### src/rtl/cg_timer_sched_pkg.sv
// Shared types for the shared round-robin interval timer.
// State encoding and owner-index width helper.
package cg_timer_sched_pkg;

  localparam int STATE_W = 2;

  typedef enum logic [STATE_W-1:0] {
    ST_IDLE,
    ST_LOAD,
    ST_RUN,
    ST_DONE
  } state_t;

  function automatic int owner_w(input int n);
    return (n > 1) ? $clog2(n) : 1;
  endfunction

endpackage

### src/rtl/cg_timer_sched_if.sv
// Request/grant bundle of the shared interval timer.
// CG_TIMER_SCHED_PRESCALE_EN adds the i_tick advance strobe.
interface cg_timer_sched_if
  import cg_timer_sched_pkg::*;
#(
  parameter int NUM_REQ    = 4,
  parameter int DATA_WIDTH = 32
);

  localparam int OW = owner_w(NUM_REQ);

  logic [NUM_REQ-1:0]            i_req;
  logic [NUM_REQ*DATA_WIDTH-1:0] i_len;
  logic                          i_abort;
  logic [NUM_REQ-1:0]            o_gnt;
  logic [NUM_REQ-1:0]            o_done;
  logic                          o_busy;
  logic [OW-1:0]                 o_owner;
  logic [DATA_WIDTH-1:0]         o_count;

`ifdef CG_TIMER_SCHED_PRESCALE_EN
  logic i_tick;

  modport master (
    output i_req, i_len, i_abort, i_tick,
    input  o_gnt, o_done, o_busy, o_owner, o_count
  );

  modport slave (
    input  i_req, i_len, i_abort, i_tick,
    output o_gnt, o_done, o_busy, o_owner, o_count
  );
`else
  modport master (
    output i_req, i_len, i_abort,
    input  o_gnt, o_done, o_busy, o_owner, o_count
  );

  modport slave (
    input  i_req, i_len, i_abort,
    output o_gnt, o_done, o_busy, o_owner, o_count
  );
`endif

endinterface

### src/rtl/cg_timer_sched_counter.sv
// Elapsed-count register: preset wins over stop,
// otherwise counts up by one per enabled cycle.
module cg_counter #(
  parameter int WIDTH = 32
) (
  input  logic             i_clk,
  input  logic             i_rst,
  input  logic [WIDTH-1:0] i_default,
  input  logic             i_prst,
  input  logic             i_stop,
  output logic [WIDTH-1:0] o_count
);

  always_ff @(posedge i_clk or posedge i_rst) begin
    if (i_rst) begin
      o_count <= '0;
    end else if (i_prst) begin
      o_count <= i_default;
    end else if (!i_stop) begin
      o_count <= o_count + WIDTH'(1);
    end
  end

endmodule

### src/rtl/cg_timer_sched.sv
// Round-robin shared interval timer: IDLE/LOAD/RUN/DONE.
// CG_TIMER_SCHED_PRESCALE_EN gates RUN advances with i_tick.
module cg_timer_sched
  import cg_timer_sched_pkg::*;
#(
  parameter int NUM_REQ    = 4,
  parameter int DATA_WIDTH = 32
) (
  input  logic             i_clk,
  input  logic             i_rst,
  cg_timer_sched_if.slave  bus
);

  localparam int OW = owner_w(NUM_REQ);
  localparam logic [OW-1:0] PTR_RST = OW'(NUM_REQ - 1);

  state_t                state;
  state_t                nstate;
  logic [OW-1:0]         owner;
  logic [OW-1:0]         ptr;
  logic [OW-1:0]         win;
  logic                  hit;
  logic [DATA_WIDTH-1:0] len_q;
  logic [DATA_WIDTH-1:0] count;
  logic                  adv;
  logic                  last;
  logic                  stop;

`ifdef CG_TIMER_SCHED_PRESCALE_EN
  assign adv = bus.i_tick;
`else
  assign adv = 1'b1;
`endif

  assign last = (count == len_q - DATA_WIDTH'(1));

  // Search starts one past the previous winner.
  always_comb begin
    win = ptr;
    hit = 1'b0;
    for (int i = 1; i <= NUM_REQ; i++) begin
      if (!hit && bus.i_req[(int'(ptr) + i) % NUM_REQ]) begin
        hit = 1'b1;
        win = OW'((int'(ptr) + i) % NUM_REQ);
      end
    end
  end

  always_comb begin
    nstate = state;
    unique case (state)
      ST_IDLE: begin
        if (hit) nstate = ST_LOAD;
      end
      ST_LOAD: begin
        if (bus.i_abort)        nstate = ST_IDLE;
        else if (len_q == '0)   nstate = ST_DONE;
        else                    nstate = ST_RUN;
      end
      ST_RUN: begin
        if (bus.i_abort)        nstate = ST_IDLE;
        else if (adv && last)   nstate = ST_DONE;
      end
      ST_DONE: nstate = ST_IDLE;
      default: nstate = ST_IDLE;
    endcase
  end

  always_ff @(posedge i_clk or posedge i_rst) begin
    if (i_rst) begin
      state <= ST_IDLE;
      owner <= '0;
      ptr   <= PTR_RST;
      len_q <= '0;
    end else begin
      state <= nstate;
      if (state == ST_IDLE && hit) begin
        owner <= win;
        len_q <= bus.i_len[int'(win)*DATA_WIDTH +: DATA_WIDTH];
      end
      if (state == ST_DONE ||
          ((state == ST_LOAD || state == ST_RUN) && bus.i_abort)) begin
        ptr <= owner;
      end
    end
  end

  // The final advance leaves count at len-1 rather than len.
  assign stop = !(state == ST_RUN && adv) || last || bus.i_abort;

  cg_counter #(
    .WIDTH (DATA_WIDTH)
  ) u_cnt (
    .i_clk     (i_clk),
    .i_rst     (i_rst),
    .i_default ({DATA_WIDTH{1'b0}}),
    .i_prst    (state == ST_LOAD),
    .i_stop    (stop),
    .o_count   (count)
  );

  always_comb begin
    bus.o_gnt  = '0;
    bus.o_done = '0;
    if (state == ST_LOAD) bus.o_gnt[owner]  = 1'b1;
    if (state == ST_DONE) bus.o_done[owner] = 1'b1;
  end

  assign bus.o_busy  = (state != ST_IDLE);
  assign bus.o_owner = owner;
  assign bus.o_count = count;

endmodule
### src/flat_wrapper.sv
// flat-port wrapper written by rule: the top's interface ports become plain ports
module cg_timer_sched_flat import cg_timer_sched_pkg::*;
#(
  parameter int NUM_REQ    = 4,
  parameter int DATA_WIDTH = 32
)
  (i_clk, i_rst, bus_i_req, bus_i_len, bus_i_abort, bus_o_gnt, bus_o_done, bus_o_busy, bus_o_owner, bus_o_count);
  cg_timer_sched_if #(.NUM_REQ(NUM_REQ), .DATA_WIDTH(DATA_WIDTH)) bus_i ();
  input  logic i_clk;
  input  logic i_rst;
  input wire logic [$bits(bus_i.i_req)-1:0] bus_i_req;
  input wire logic [$bits(bus_i.i_len)-1:0] bus_i_len;
  input wire logic [$bits(bus_i.i_abort)-1:0] bus_i_abort;
  output wire logic [$bits(bus_i.o_gnt)-1:0] bus_o_gnt;
  output wire logic [$bits(bus_i.o_done)-1:0] bus_o_done;
  output wire logic [$bits(bus_i.o_busy)-1:0] bus_o_busy;
  output wire logic [$bits(bus_i.o_owner)-1:0] bus_o_owner;
  output wire logic [$bits(bus_i.o_count)-1:0] bus_o_count;
  assign bus_i.i_req = bus_i_req;
  assign bus_i.i_len = bus_i_len;
  assign bus_i.i_abort = bus_i_abort;
  assign bus_o_gnt = bus_i.o_gnt;
  assign bus_o_done = bus_i.o_done;
  assign bus_o_busy = bus_i.o_busy;
  assign bus_o_owner = bus_i.o_owner;
  assign bus_o_count = bus_i.o_count;
  cg_timer_sched #(.NUM_REQ(NUM_REQ), .DATA_WIDTH(DATA_WIDTH)) u_core (.i_clk(i_clk), .i_rst(i_rst), .bus(bus_i));
endmodule
### config.mk
export PLATFORM = sky130hd
export DESIGN_NAME = cg_timer_sched_flat
export DESIGN_NICKNAME = d
export VERILOG_FILES = /design/src/rtl/cg_timer_sched_pkg.sv /design/src/rtl/cg_timer_sched_if.sv /design/src/rtl/cg_timer_sched_counter.sv /design/src/rtl/cg_timer_sched.sv /design/src/flat_wrapper.sv
export SDC_FILE = /design/constraint.sdc
export NUM_CORES = 1
export LEC_CHECK = 0
export ABC_AREA = 1
export BUFFER_PORTS_ARGS = -buffer_cell sky130_fd_sc_hd__buf_2
export CAP_MARGIN = 20
export CORE_MARGIN = 2
export CORE_UTILIZATION = 40
export CTS_CLUSTER_SIZE = 24
export DETAILED_ROUTE_END_ITERATION = 10
export PLACE_DENSITY = 0.61
export SLEW_MARGIN = 20
export SYNTH_ARGS = -nofsm -noshare
export SYNTH_HDL_FRONTEND = slang
export SYNTH_SLANG_ARGS = --single-unit
### constraint.sdc
create_clock -name i_clk -period 3.2 [get_ports i_clk]
set_input_delay 0.32 -clock i_clk [delete_from_list [all_inputs] [get_ports i_clk]]
set_output_delay 0.32 -clock i_clk [all_outputs]
set_load 0.005 [all_outputs]
Yosys cells after proc, flatten, opt, wreduce, memory -nomap -nowiden
Index checks and enable logic that the tools add are counted.
Widths: inputs -> output; s select.

storage, ports and cells
  memory bits (read-only) = 0
  memories kept = 0
  word-level logic and storage cells = 83
  bits in writable memories = 0
  bits of input ports = 135
  bits in latches = 0
  bits in registers = 70

cells by class
  reduce and logical (&&, ||, !) cells = 22
  bitwise logic cells = 4
  magnitude comparators = 6
  shift-type cells = 1
  multipliers = 0
  div/mod/pow operators = 0
  multiplexer cells = 32
  add/subtract/negate cells = 6
  equal/unequal tests = 7

operator list
  operator               number
  $shiftx 128x8->32      1
  $mux 32                2
  $add 32x1->32 const B  1
  $eq 32x32->1           1
  $logic_not 32->1       1
  $sub 32x1->32 const B  1
  $lt 3x4->1 const B     4
  $mux 2                 8
  $mux 1                 14
  $bmux 1 s2             4
  $mux 4                 2
  $pmux 2 s4             1
  $reduce_or 2->1        4
  $logic_and 1x1->1      6
  $add 2x1->2 const B    2
  $add 2x2->2 const B    2
  $and 1x1->1 const A    4
  $eq 2x2->1 const B     2
  $logic_not 1->1        4
  $logic_or 1x1->1       4
  $lt 2x3->1 const B     1
  $ne 3x2->1 const B     1
  $demux 1 s2            1
  $eq 2x1->1 const B     1
  6 further kinds        6

Logic depth before layout (Yosys ltp)
  depth after elaboration = 18
  gate-level depth with buffers = 17
  depth with buffers taken out = 17

By module
Synthesis repeated with hierarchy kept, for this count alone.

second synthesis, totals
  cell total of the unflattened synthesis = 1,091
  area total of the unflattened synthesis = 6,687.7 um^2

modules (own cells, without submodules)
  module          cells each  times used  area an instance (um^2)
  cg_timer_sched  723         1           4,281.6
  cg_counter      368         1           2,406.1

Worst setup path after synthesis
OpenSTA, ideal clock, no wires.

  path type = register -> register
  from = register u_core.len_q[0]
  to = register u_core.u_cnt.o_count[31]
  cell stages (with the launch flop) = 17
  setup time = 66 ps
  slack = 1,160 ps
  arrival = 1,973 ps
  clock period less this slack = 2,040 ps
  cells stage by stage = dfrtp_1 inv_2 ha_1 nand2_2 nor2_4 nand2_1 or2_0 nand2_1 nand2_1 nor2_1 nand2_1 nor2_2 nand3_2 nand2_4 buf_6 nand3_1 nand2_1

on the way
  cells in the longest elaborated chain, start to end = 5

ends and longest elaborated chain
  element                         line                          RTL
  start, declared                 cg_timer_sched.sv:23          logic [DATA_WIDTH-1:0] len_q;
  start signal, assigned          cg_timer_sched.sv:79          len_q <= bus.i_len[int'(win)*DATA_WIDTH +: DATA_WIDTH];
  $sub 32x1->32                   cg_timer_sched.sv:35          assign last = (count == len_q - DATA_WIDTH'(1));
  $eq 32x32->1                    cg_timer_sched.sv:35
  $logic_or 1x1->1 (2 in series)  cg_timer_sched.sv:89          assign stop = !(state == ST_RUN && adv) || last || bus.i_abort;
  $ne 2x2->1 (no line)            n/a
  end signal, assigned            cg_timer_sched_counter.sv:18  o_count <= i_default;
  end signal, assigned            cg_timer_sched_counter.sv:20  o_count <= o_count + WIDTH'(1);
  end, declared                   cg_timer_sched_counter.sv:11  output logic [WIDTH-1:0] o_count

No other way between the ends.
A chain may end at the register's enable or synchronous reset.

Final worst setup path
  from = register u_core.ptr[0]
  to = register u_core.len_q[0]

on the way
  cells in the longest elaborated chain, start to end = 15

ends and longest elaborated chain
  element                                                 line                                        RTL
  start, declared                                         cg_timer_sched.sv:20                        logic [OW-1:0] ptr;
  start signal, assigned                                  cg_timer_sched.sv:83                        ptr <= owner;
  $add 2x1->2                                             cg_timer_sched.sv:42, cg_timer_sched.sv:44
  $bmux 1 s2                                              cg_timer_sched.sv:42                        if (!hit && bus.i_req[(int'(ptr) + i) % NUM_REQ]) begin
  $mux 1 (implied by the code) (2 in series)              cg_timer_sched.sv:42
  $mux 1                                                  cg_timer_sched.sv:42
  $logic_not 1->1                                         cg_timer_sched.sv:42
  $logic_and 1x1->1                                       cg_timer_sched.sv:42
  $mux 1                                                  cg_timer_sched.sv:42
  $logic_not 1->1                                         cg_timer_sched.sv:42
  $logic_and 1x1->1                                       cg_timer_sched.sv:42
  $mux 1                                                  cg_timer_sched.sv:42
  $logic_not 1->1                                         cg_timer_sched.sv:42
  $logic_and 1x1->1                                       cg_timer_sched.sv:42
  $mux 2 or $mux 1 (tied branches)                        cg_timer_sched.sv:42
  $shiftx 128x8->32 or $logic_and 1x1->1 (tied branches)  cg_timer_sched.sv:79, cg_timer_sched.sv:77

Several ways; a longest one is shown, not always the timed one. The select of a mux whose other input is x is not followed.

==> flow_metrics.py <==
metrics = {
    "grt": {
        "antenna_found_initial": 0,
        "use_met1_pct": 34.04,
        "grt_pass1_wl_um": 32760,
        "grt_pass1_vias": 6531,
        "overflow": 0,
        "busiest_layer": "met2",
        "gr-usage-met3_pct": 2.414,
        "use_met2_pct": 34.28,
        "grt_max_degree": 66,
        "track_usage_pct": 22.73,
    },
    "detailed_routing": {
        "dr.pass1.iters": 5,
        "vias_per_cell": 4.937,
        "drtIter0Drc": 441,
        "drcViolationCount": 0,
        "routedWlPerCell_um": 13.62,
        "ant_nets": 0,
        "wirelength_um": 19680,
        "num_vias": 7134,
    },
    "finish": {
        "final_layout_size_suffix_gt1_share_pct": 18.80,
        "post-route-cell-area_mm2": 0.007810,
        "n_antenna_cell": 0,
        "layout.nets": 1366,
        "synthToLayoutAreaGrowth_pct": 18.22,
        "fin_cells": 1445,
    },
    "yosys": {
        "yosysTopAreaCell": "dfrtp_1",
        "syn-num-nets": 1223,
        "synth_top_area_share_pct": 25.76,
        "netlist_instances": 1081,
        "seq_area_frac_synth_pct": 26.55,
        "synth.distinct_cells": 33,
        "synth_area_mm2": 0.006606,
        "synth_ff_type": "dfrtp_1",
        "synth_area_per_cell_um2": 6.111,
        "ys_async_sr_fraction_pct": 100.0,
        "yosys_register_bits": 70,
        "ys_warn_count": 0,
        "synth_most_common_cell": "nand2_1",
        "synth_edf_count": 0,
        "synth_common_cells": "nand2_1, nand3_1, inv_1",
        "synthTopCellsByArea": "dfrtp_1, nand2_1, nand3_1, inv_1, xor2_1",
    },
    "clocking": {
        "htree_levels": 3,
        "cts_setup_buffers": 0,
        "clk_pin_slew_ps": 50,
        "tritoncts": "built",
        "cts_buffers": 9,
        "cts_max_path_buffers": 2,
        "clk_latency_ps": 340,
        "root_buffer": "clkbuf_16",
        "cts_hold_buffers": 0,
        "cts.sinks": 70,
        "cts_resized": 0,
    },
    "sta": {
        "max_freq_mhz": 382.5,
        "rsz0062_at_grt": "no",
        "fin_crit_ps": 2614,
        "tightest_slew_ps": 732.0,
        "skew_ps": 5.489,
        "setup_viol": 0,
        "finalCritPeriodShare_pct": 81.69,
        "finalHoldViolCount": 0,
        "maxSlewViolCount": 0,
        "slew_headroom_pct": 51.13,
        "tns_ps": 0,
    },
    "die": {
        "die_y_um": 132.5,
        "die_area_mm2": 0.01756,
        "core-area_mm2": 0.01600,
        "io-pin-count": 178,
        "row_count": 46,
        "start_util_pct": 41.29,
        "die_width_um": 132.5,
    },
    "power": {
        "cellLeakagePower_uw": 0.004330,
        "ir_drop_mv": 0.9783,
        "powerDensity_mw_per_mm2": 907.2,
    },
    "placed_design": {
        "dp_hpwl_um": 15420,
        "dp_cells": 1429,
        "portBuffers": 177,
        "dpl_cell_area_mm2": 0.007547,
        "place_congestion": 0.9165,
    },
    "worst_setup_path": {
        "critPathArrivalTime_ps": 2870,
        "critPathCaptureType": "flop",
        "critPathKind": "reg2reg",
        "crit_chain": "xnor2_1 > nand2_1 > nand2_1 > nor2_1 > nand2_1 > nand2_1 > nand2_2 > buf_4 > nand3_1 > nand2_1 > nand3_1 > o211ai_1",
        "cp-start-kind": "flop",
        "critPathMaxStageDelay_ps": 620,
        "path_max_fanout": 64,
        "worst_path_most_repeated_cell": "nand2_1",
        "critPathSlowestCell": "dfstp_2",
        "cp_data_required_time_ps": 3450,
    },
    "run": {
        "cap_violations": 0,
    },
    "run_status": {
        "run_status": "finished clean",
    },
    "worst_hold_path": {
        "holdCritPathClass": "in2async",
    },
}
cells by family after synthesis:
kind of cell	share of synthesized area, %
fa+ha+maj	1.326
xor+xnor	8.617
buf+inv	10.70
compound gates	4.489
simple gates	48.31
flops	26.55
state kept, by name, summed over array words and instances (netlist names):
register and cells:
u_core.u_cnt.o_count 32, u_core.ptr 2, u_core.len_q 32, u_core.state 2, u_core.bus.o_owner 2
layout make-up:
cell class	count	area (um^2)
Clock inverter	1	5.005
Clock buffer	15	257.7
Multi-Input combinational cell	850	4155
Inverter	107	401.6
Tap cell	216	270.3
Sequential cell	70	1754
Timing Repair Buffer	186	965.9
Fill cell	1722	8190
worst paths after layout:
check | startpoint | endpoint | slack (ps) | cells after the start
worst min register to register | u_core.state[1] | u_core.state[1] | 540 | 2
worst max register to register | u_core.ptr[0] | u_core.len_q[0] | 590 | 12
worst max-delay path | u_core.ptr[0] | u_core.len_q[0] | 590 | 12
min in group i_clk | bus_i_len[53] | u_core.len_q[21] | 280 | 5
max in group asynchronous | i_rst | u_core.ptr[1] | 2400 | 3
worst min-delay path | i_rst | u_core.bus.o_owner[0] | 100 | 2
cell usage in the layout, fill, tap and decap left out, types with 3 or more instances in the layout:
cell type    n
o21ai_1      5
ha_1         7
nand3_1    138
nand3b_1     4
clkbuf_1     5
a21oi_1      3
nand2_2      6
inv_2        7
nor2_4       6
clkbuf_16    9
dfrtp_1     68
buf_2      177
xnor2_1     23
nor2_2       7
nor3_1      19
o21ai_0     12
nor2_1      91
inv_1       98
o211ai_1    20
o21bai_1     4
nand2_1    402
xor2_1      42
nor4_1       8
nand4_1     45
buf_4        8
through the flow:
stage	setup WS (ps)	util (%)	hold slack [ps]	power [uW]
3_5_place_dp	620.2	47.17	501.3	6187
3_3_place_gp	632.3	47.17	500.8	6170
5_1_grt	263.9	48.81	173.0	7924
2_1_floorplan	1115	-	490.3	5358
4_1_cts	604.5	48.81	134.3	7122
6_report	585.9	48.81	98.44	7085
per-layer routing:
metal	share of wire, %	vias up
met1	50	3148
met5	0	-
li1	-	3758
met4	1.8	0
met2	43	210
met3	5.6	18
power by group:
group	internal, uW	switching [uW]	leakage [uW]	total [uW]
clock network	546	368	0.000128	913
registers	1170	345	0.000915	1520
logic	1530	3130	0.00329	4660
critical path: cells and delay by family, from the launching register on:
| kind | cells | cell delay, ps |
|---|---|---|
| XOR/XNOR | 1 | 230 |
| AO/OA/AOI/OAI | 1 | 150 |
| flip-flops | 1 | 620 |
| AND/OR/NAND/NOR | 9 | 1020 |
| buffers and inverters | 1 | 480 |
Note: power is estimated with default switching activity, not from simulation.
